File: src/rtl/census_cost_pkg.sv
// Shared census-cost definitions: geometry derivations from the census window
// and disparity range, plus the scheduler FSM state encoding.
package census_cost_pkg;

  typedef enum logic [1:0] {
    S_IDLE  = 2'd0,
    S_ISSUE = 2'd1,
    S_DRAIN = 2'd2,
    S_OUT   = 2'd3
  } state_e;

  function automatic int unsigned nibit_f(input int unsigned wc);
    return (wc * wc) / 2;
  endfunction

  function automatic int unsigned nstages_f(input int unsigned wc);
    return $clog2(nibit_f(wc));
  endfunction

  function automatic int unsigned lat_f(input int unsigned wc);
    return nstages_f(wc) + 1;
  endfunction

  function automatic int unsigned cw_f(input int unsigned wc);
    return $clog2(nibit_f(wc) + 1);
  endfunction

  function automatic int unsigned dw_f(input int unsigned ndisp);
    return $clog2(ndisp);
  endfunction

endpackage

File: src/rtl/wta_cost_sched_if.sv
// Pixel-in / result-out handshake bundle of the winner-take-all scheduler.
interface wta_cost_sched_if #(
  parameter int unsigned WC    = 7,
  parameter int unsigned NDISP = 16
);
  import census_cost_pkg::*;

  localparam int unsigned NIBIT = nibit_f(WC);
  localparam int unsigned CW    = cw_f(WC);
  localparam int unsigned DW    = dw_f(NDISP);

  logic [NDISP*NIBIT-1:0] i_xor_data;
  logic [DW-1:0]          i_dmax;
  logic                   i_valid;
  logic                   o_ready;
  logic                   o_valid;
  logic                   i_ready;
  logic [DW-1:0]          o_disp;
  logic [CW-1:0]          o_cost;
  logic                   o_busy;

  modport slave (
    input  i_xor_data, i_dmax, i_valid, i_ready,
    output o_ready, o_valid, o_disp, o_cost, o_busy
  );

  modport master (
    output i_xor_data, i_dmax, i_valid, i_ready,
    input  o_ready, o_valid, o_disp, o_cost, o_busy
  );

endinterface

File: src/rtl/popcnt_pipe.sv
// Free-running pipelined popcount: input register plus NSTAGES adder levels,
// with a tag shift register of equal depth travelling alongside.
module popcnt_pipe
  import census_cost_pkg::*;
#(
  parameter  int unsigned WC    = 7,
  parameter  int unsigned TW    = 6,
  localparam int unsigned NIBIT = nibit_f(WC),
  localparam int unsigned CW    = cw_f(WC)
) (
  input  logic             clk_i,
  input  logic             rst_i,
  input  logic [NIBIT-1:0] data_i,
  input  logic [TW-1:0]    tag_i,
  output logic [CW-1:0]    cnt_o,
  output logic [TW-1:0]    tag_o
);

  localparam int unsigned NSTAGES = nstages_f(WC);
  localparam int unsigned LAT     = lat_f(WC);
  localparam int unsigned NLEAF   = 1 << NSTAGES;

  // Heap-ordered tree: node n sums nodes 2n and 2n+1; leaves are the input register.
  logic [CW-1:0]    node_q [1:2*NLEAF-1];
  logic [TW-1:0]    tag_q  [LAT];
  logic [NLEAF-1:0] pad;

  assign pad = NLEAF'(data_i);

  always_ff @(posedge clk_i or posedge rst_i) begin
    if (rst_i) begin
      for (int unsigned n = 1; n < 2 * NLEAF; n++) node_q[n] <= '0;
      for (int unsigned s = 0; s < LAT; s++)       tag_q[s]  <= '0;
    end else begin
      for (int unsigned n = 1; n < NLEAF; n++)
        node_q[n] <= node_q[2*n] + node_q[2*n+1];
      for (int unsigned n = 0; n < NLEAF; n++)
        node_q[NLEAF+n] <= CW'(pad[n]);
      tag_q[0] <= tag_i;
      for (int unsigned s = 1; s < LAT; s++)
        tag_q[s] <= tag_q[s-1];
    end
  end

  assign cnt_o = node_q[1];
  assign tag_o = tag_q[LAT-1];

endmodule

File: src/rtl/wta_cost_sched.sv
// Time-shares one popcount pipeline across the disparity candidates of a pixel
// and keeps the lowest-cost (lowest-index on ties) candidate as the result.
module wta_cost_sched
  import census_cost_pkg::*;
#(
  parameter int unsigned WC    = 7,
  parameter int unsigned NDISP = 16
) (
  input logic             i_clk,
  input logic             i_rst,
  wta_cost_sched_if.slave bus
);

  localparam int unsigned NIBIT = nibit_f(WC);
  localparam int unsigned CW    = cw_f(WC);
  localparam int unsigned DW    = dw_f(NDISP);
  localparam int unsigned TW    = DW + 2;

  state_e           state_q;
  logic [DW-1:0]    k_q;
  logic [DW-1:0]    dmax_q;
  logic [DW-1:0]    min_disp_q;
  logic [CW-1:0]    min_cost_q;
  logic [NIBIT-1:0] slice_q [NDISP];

  logic [TW-1:0]    tag_in;
  logic [TW-1:0]    tag_out;
  logic [CW-1:0]    cnt;
  logic             res_vld;
  logic             res_last;
  logic [DW-1:0]    res_k;

  // Tag layout: {valid, candidate index, last-of-pixel}.
  assign tag_in = {state_q == S_ISSUE, k_q, k_q == dmax_q};
  assign {res_vld, res_k, res_last} = tag_out;

  popcnt_pipe #(
    .WC (WC),
    .TW (TW)
  ) u_popcnt (
    .clk_i  (i_clk),
    .rst_i  (i_rst),
    .data_i (slice_q[k_q]),
    .tag_i  (tag_in),
    .cnt_o  (cnt),
    .tag_o  (tag_out)
  );

  always_ff @(posedge i_clk or posedge i_rst) begin
    if (i_rst) begin
      state_q    <= S_IDLE;
      k_q        <= '0;
      dmax_q     <= '0;
      min_disp_q <= '0;
      min_cost_q <= '0;
      for (int unsigned d = 0; d < NDISP; d++) slice_q[d] <= '0;
    end else begin
      unique case (state_q)
        S_IDLE: begin
          if (bus.i_valid) begin
            for (int unsigned d = 0; d < NDISP; d++)
              slice_q[d] <= bus.i_xor_data[d*NIBIT +: NIBIT];
            dmax_q  <= bus.i_dmax;
            k_q     <= '0;
            state_q <= S_ISSUE;
          end
        end
        S_ISSUE: begin
          k_q <= k_q + 1'b1;
          if (k_q == dmax_q) state_q <= S_DRAIN;
        end
        S_DRAIN: begin
          if (res_vld && res_last) state_q <= S_OUT;
        end
        S_OUT: begin
          if (bus.i_ready) state_q <= S_IDLE;
        end
      endcase

      // Candidate 0 seeds the minimum; strict compare keeps the lowest index on ties.
      if ((state_q == S_ISSUE || state_q == S_DRAIN) && res_vld &&
          (res_k == '0 || cnt < min_cost_q)) begin
        min_cost_q <= cnt;
        min_disp_q <= res_k;
      end
    end
  end

  assign bus.o_ready = (state_q == S_IDLE);
  assign bus.o_valid = (state_q == S_OUT);
  assign bus.o_busy  = (state_q != S_IDLE);
  assign bus.o_disp  = min_disp_q;
  assign bus.o_cost  = min_cost_q;

endmodule
File: src/flat_wrapper.sv
// flat-port wrapper written by rule: the top's interface ports become plain ports
module wta_cost_sched_flat import census_cost_pkg::*;
#(
  parameter int unsigned WC    = 7,
  parameter int unsigned NDISP = 16
)
  (i_clk, i_rst, bus_i_xor_data, bus_i_dmax, bus_i_valid, bus_i_ready, bus_o_ready, bus_o_valid, bus_o_disp, bus_o_cost, bus_o_busy);
  wta_cost_sched_if #(.WC(WC), .NDISP(NDISP)) bus_i ();
  input logic i_clk;
  input logic i_rst;
  input wire logic [$bits(bus_i.i_xor_data)-1:0] bus_i_xor_data;
  input wire logic [$bits(bus_i.i_dmax)-1:0] bus_i_dmax;
  input wire logic [$bits(bus_i.i_valid)-1:0] bus_i_valid;
  input wire logic [$bits(bus_i.i_ready)-1:0] bus_i_ready;
  output wire logic [$bits(bus_i.o_ready)-1:0] bus_o_ready;
  output wire logic [$bits(bus_i.o_valid)-1:0] bus_o_valid;
  output wire logic [$bits(bus_i.o_disp)-1:0] bus_o_disp;
  output wire logic [$bits(bus_i.o_cost)-1:0] bus_o_cost;
  output wire logic [$bits(bus_i.o_busy)-1:0] bus_o_busy;
  assign bus_i.i_xor_data = bus_i_xor_data;
  assign bus_i.i_dmax = bus_i_dmax;
  assign bus_i.i_valid = bus_i_valid;
  assign bus_i.i_ready = bus_i_ready;
  assign bus_o_ready = bus_i.o_ready;
  assign bus_o_valid = bus_i.o_valid;
  assign bus_o_disp = bus_i.o_disp;
  assign bus_o_cost = bus_i.o_cost;
  assign bus_o_busy = bus_i.o_busy;
  wta_cost_sched #(.WC(WC), .NDISP(NDISP)) u_core (.i_clk(i_clk), .i_rst(i_rst), .bus(bus_i));
endmodule
File: config.mk
export PLATFORM = sky130hd
export DESIGN_NAME = wta_cost_sched_flat
export DESIGN_NICKNAME = d
export VERILOG_FILES = /design/src/rtl/census_cost_pkg.sv /design/src/rtl/wta_cost_sched_if.sv /design/src/rtl/popcnt_pipe.sv /design/src/rtl/wta_cost_sched.sv /design/src/flat_wrapper.sv
export SDC_FILE = /design/constraint.sdc
export NUM_CORES = 1
export LEC_CHECK = 0
export ABC_AREA = 1
export BUFFER_PORTS_ARGS = -buffer_cell sky130_fd_sc_hd__buf_2
export CELL_PAD_IN_SITES_DETAIL_PLACEMENT = 1
export CELL_PAD_IN_SITES_GLOBAL_PLACEMENT = 1
export CORE_ASPECT_RATIO = 1.75
export CORE_MARGIN = 2
export CORE_UTILIZATION = 39
export CTS_BUF_LIST = sky130_fd_sc_hd__clkbuf_8
export DETAILED_ROUTE_END_ITERATION = 12
export PLACE_DENSITY_LB_ADDON = 0.1
export SLEW_MARGIN = 20
export SYNTH_ARGS = -nofsm -noshare
export SYNTH_HDL_FRONTEND = slang
export SYNTH_SLANG_ARGS = --single-unit
File: constraint.sdc
create_clock -name i_clk -period 16 [get_ports i_clk]
set_clock_uncertainty 0.1 [all_clocks]
set_input_delay 1.6 -clock i_clk [delete_from_list [all_inputs] [get_ports i_clk]]
set_output_delay 1.6 -clock i_clk [all_outputs]
set_load 0.01 [all_outputs]
# After elaboration in Yosys (flattened, before gate mapping)
# Index checks and enable logic that the tools add are counted.
# totals
register_bits	547
inputBits	392
out_inout_bits	12
wordCells	132
# op_classes
n_addsub	24
magnitude_cmp	2
eq_ne	8
muxes	10
n_bitwise	1
reduce_logical	12
# ops
op	count
24-bit binary-select mux with 4-bit select	1
24-bit two-way mux	2
5-bit adder	5
1-bit by 1-bit adder with 2-bit output	12
2-bit by 2-bit adder with 3-bit output	6
2-bit two-way mux	4
2-bit case mux with 4 select lines	1
4-bit case mux with 2 select lines	1
2-bit != test, second input constant	3
5-bit greater-or-equal comparator, second input constant	1
5-bit < comparator	1
4-bit NOT with 5-bit output	1
4-bit by 1-bit adder with 4-bit output, second input constant	1
2-bit equality test, second input constant	2
4-bit equality test	1
4-bit logical NOT	1
4-bit two-way mux	1
2-bit AND reduction	2
4-bit AND reduction	1
2-bit nonzero test	2
1-bit logical AND	3
2-bit by 1-bit equality test with 1-bit output, second input constant	1
2-bit logical NOT	1
1-bit logical OR	2
2-bit by 1-bit != test with 1-bit output, second input constant	1

# Logic depth before layout (Yosys ltp)
# logic_depth
word_depth	4
ltp_mapped	10
mapped_depth_nobuf	10

# Hierarchy
# From an unflattened synthesis, not the netlist that was laid out.
# unflattened
cells_unflattened	2706
hier_area_um2	23247.3
# by_module_without_submodules
mod	instances	cells_per_inst	area_per_inst_um2	seq_area_each_um2
wta_cost_sched	1	2446	18969.4	10084.7
popcnt_pipe	1	260	4277.9	3203.1

# Worst setup path before layout
# OpenSTA, ideal clock, no wires.
# synth_path
kind	input port to flip-flop
startpoint	in bus_i_valid
endpoint	reg u_core.slice_q[145] (netlist bit)
setup_ps	131
arrival_time_ps	2300
t_required_ps	15769
setup_slack_ps	13469
path_stages	7
path_buffers	3
path_cell_list	nand2_1 > inv_1 > buf_2 > buf_2 > buf_2 > nand2_1 > o21ai_0
# synth_via
elab_chain_cells	1
# synth_rtl
item	line	text
from (decl)	flat_wrapper.sv:13	input wire logic [$bits(bus_i.i_valid)-1:0] bus_i_valid;
2-bit AND reduction (no source line)	n/a	
to (signal, indexed assignment)	wta_cost_sched.sv:62	slice_q[d] <= bus.i_xor_data[d*NIBIT +: NIBIT];
to (decl)	wta_cost_sched.sv:24	logic [NIBIT-1:0] slice_q [NDISP];
# No other way between the ends.
# A chain may end at the register's enable or synchronous reset.

# Worst setup path in the final report
# layout_path
startpoint	reg u_core.k_q[0]
endpoint	reg u_core.u_popcnt.node_q[110] (netlist bit)
# layout_via
elab_chain_cells	4
# layout_rtl
item	line	text
from (decl)	wta_cost_sched.sv:20	logic [DW-1:0] k_q;
from (signal assigned)	wta_cost_sched.sv:69	k_q <= k_q + 1'b1;
4-bit NOT with 5-bit output (not written as such)	wta_cost_sched.sv:43	.data_i (slice_q[k_q]),
24-bit binary-select mux with 4-bit select	wta_cost_sched.sv:43	
24-bit two-way mux (not written as such) (2 in series)	wta_cost_sched.sv:43	
named net u_core.u_popcnt.data_i[9]	popcnt_pipe.sv:13	input logic [NIBIT-1:0] data_i,
to (signal, indexed assignment)	popcnt_pipe.sv:36	node_q[n] <= node_q[2*n] + node_q[2*n+1];
to (signal, indexed assignment)	popcnt_pipe.sv:38	node_q[NLEAF+n] <= CW'(pad[n]);
to (decl)	popcnt_pipe.sv:24	logic [CW-1:0] node_q [1:2*NLEAF-1];
# The timed path passes the listed nets, and every way through them passes these cells. The select of a mux whose other input is x is not followed.

==> metrics.txt <==
crit path time final=approximately 4.2 ns; Synth Area per Inst=~8.7 um^2; Yosys Warn Count=0; cts repair resizes=0; Critical Path Sink=u_core.u_popcnt.node_q[110]$_DFF_PP0_; Skew-Pair Late Insertion Delay=between 0.6 and 0.7 ns; First-pass DRT Iterations=6; starting density of the core=39.2%; area grow syn2layout=17.2%; Buffers on Ports=about 400; Overflow after GRT=0; Pwr Total=between 5 and 6 mW; Slew HR=between 20% and 30%; Final Wtd Congestion=between 0.8 and 0.9; vias=about 19000; initial antenna violation count=16; vias per inst=roughly 5.0; unrepaired setup endpoints after global routing=no; critical path type=reg -> reg; Critical Path Fanout Max=just under 100; Bufs on Longest Clock Path=3; Root Buffer=clkbuf_8; Crit path depth=7; Die Y-Extent=between 300 and 400 um; Core ar.=58900 um^2; htree depth=3; sequential share of the synthesized area=57.5%; DRT iter0 DRCs=about 1000; Worst VDD drop=between 80 and 90 uV; number of global-route vias before repair=21000; Syn Nets=3100; critical path's top delay family=buffers and inverters; Final Cell Area=about 27000 um^2; crit path from=u_core.k_q[0]$_DFFE_PP0P_; Routed WL per cell=about 20 um; fmax=236 MHz; Hold Crit Class=reg -> reg; Tot GR Track Use=roughly 26%; layout cells sized above 1=between 15 and 20%; first-pass GRT wire length=roughly 120 mm; Slew @ Worst Pin=roughly 1.1 ns; final net count=3444; DIE AREA=61200 um^2; WP data required=16.45 ns; num ports=404; die width=approximately 190 um; # Max-Cap Violations=0; ANT nets after route=0; FF-to-FF path depth=7; post-route setup TNS=0 ns; DP Area=about 25000 um^2; Fin. Hold Viols=0; crit-path max cell delay=1.00 ns; Leakage Power=14.0 nW; largest net degree at the start of global routing=between 200 and 250; Mapped Cells=between 2000 and 3000; reg-to-reg startpoint=u_core.k_q[0]$_DFFE_PP0P_; Clock transition at path regs=about 0.060 ns; final setup violation count=0; Worst EP arrival=approximately 4.7 ns; CTS tree=done; row cnt=118; Post-CTS Setup Repair Bufs=0; reg-to-reg setup timing slack=about 12 ns; status=complete, no violations; clock sink total=between 500 and 600; synthesized flop and latch total=between 500 and 600; pwr dens=roughly 200 nW/um^2; drt drc=0; CTS Buf Count=between 80 and 90; CP Launch Type=register; WL final=77.5 mm; Final Max Slew Viols=0; cells along the critical path=buf_4 -> buf_4 -> nand2_1 -> o211ai_1 -> nand3_1 -> nand3_1 -> nand2_1; WP buf/inv=2; Setup crit end kind=register; Hold Buf Count CTS=0; Yosys cell types=24; Final period util=26.5%; Synth Cell Area=between 20000 and 25000 um^2; r2r endpoint=u_core.u_popcnt.node_q[110]$_DFF_PP0_; Slowest cell on crit path=dfrtp_4; DP HPWL=approximately 54 mm
## cell type report
type | instances | area, um^2
fillers | 7103 | 31800
clock buffers | 104 | 1430
inverters | 164 | 629
well taps | 780 | 976
clock inverters | 38 | 165
repair buffers | 423 | 2220
diodes | 2 | 5.00
flip-flops and latches | 531 | 13300
multi-input cells | 1793 | 8340
## routing by layer
metal  vias to the layer above  wire [um]  GRT usage (%)
met2                       495      39200           45.5
met3                       150       3820           4.66
met1                      9451      31500           30.7
met5                         -        167              0
met4                        26       2800           10.5
li1                       9104          -              -
## cells in the mapped netlist
cell type	number	area share [%]
a21boi_0	1	0.033
a21oi_1	34	0.74
buf_1	12	0.20
buf_2	75	1.6
buf_4	12	0.39
buf_6	14	0.68
clkbuf_1	51	0.83
clkinv_1	1	0.016
dfrtp_1	531	58
fa_1	11	0.95
ha_1	45	2.4
inv_1	159	2.6
inv_2	4	0.065
nand2_1	1074	17
nand2_2	1	0.027
nand3_1	165	3.6
nor2_1	109	1.8
nor3_1	1	0.022
o211ai_1	117	3.8
o21ai_0	211	4.6
o21ai_1	12	0.26
o22ai_1	2	0.054
or2_2	2	0.054
xor2_1	8	0.30
## state kept, by name (all words and copies together), names as in the netlist
register / cells
u_core.slice_q: 384
u_core.u_popcnt.node_q: 87
u_core.u_popcnt.tag_q: 30
u_core.u_popcnt.tag_o: 6
u_core.bus.o_cost: 5
u_core.u_popcnt.cnt_o: 5
u_core.bus.o_disp: 4
u_core.dmax_q: 4
u_core.k_q: 4
u_core.state_q: 2
## how the worst min path moves through the flow
| stage | from | endpoint | cells after the start | slack, ns |
|---|---|---|---|---|
| 3_5_place_dp | u_core.u_popcnt.tag_q[16]$_DFF_PP0_ | u_core.u_popcnt.tag_q[10]$_DFF_PP0_ | 0 | 0.24 |
| 6_report | u_core.u_popcnt.tag_q[24]$_DFF_PP0_ | u_core.u_popcnt.tag_q[18]$_DFF_PP0_ | 0 | 0.24 |
| 2_1_floorplan | u_core.u_popcnt.node_q[285]$_DFF_PP0_ | u_core.u_popcnt.node_q[300]$_DFF_PP0_ | 0 | 0.23 |
| 3_3_place_gp | u_core.u_popcnt.tag_q[9]$_DFF_PP0_ | u_core.u_popcnt.tag_o[3]$_DFF_PP0_ | 0 | 0.23 |
| 4_1_cts | u_core.u_popcnt.tag_q[20]$_DFF_PP0_ | u_core.u_popcnt.tag_q[14]$_DFF_PP0_ | 0 | 0.25 |
| 5_1_grt | u_core.u_popcnt.tag_q[16]$_DFF_PP0_ | u_core.u_popcnt.tag_q[10]$_DFF_PP0_ | 0 | 0.25 |
## cells in the final DEF, fill, tap and decap left out, types with 2 or more instances in the layout
cell type / instances
nand2_1: 1073
dfrtp_1: 528
buf_2: 403
o21ai_0: 211
inv_1: 181
nand3_1: 165
o211ai_1: 117
nor2_1: 109
clkbuf_8: 104
ha_1: 45
a21oi_1: 34
buf_4: 16
o21ai_1: 12
clkinv_2: 12
fa_1: 11
xor2_1: 8
inv_2: 3
clkinvlp_4: 3
buf_12: 3
diode_2: 2
or2_2: 2
o22ai_1: 2
dfrtp_4: 2
## where the power goes
group          internal, mW  switching, mW
Combinational         0.650           1.30
Clock                 0.582          0.548
Sequential             1.98          0.319
## metrics by stage
stage / worst slack [ns] / util, % / hold slack (ns) / std cells
4_1_cts: 11.79 / 45.9 / 0.249 / 3832
6_report: 11.77 / 45.9 / 0.244 / 3835
2_1_floorplan: 7.08 / - / 0.231 / 2652
3_5_place_dp: 11.03 / 43.2 / 0.236 / 3690
3_3_place_gp: 11.18 / 43.2 / 0.232 / 3690
5_1_grt: 11.48 / 45.9 / 0.252 / 3834
## cells by family after synthesis
logic type	after synthesis	share of synthesized area, %
AND/OR/NAND/NOR	1352	22.9
buffers and inverters	328	6.39
flip-flops	531	57.5
adder cells (fa/ha/maj)	56	3.39
AO/OA/AOI/OAI	377	9.46
XOR/XNOR	8	0.303
Note: power is estimated with default switching activity, not from simulation.
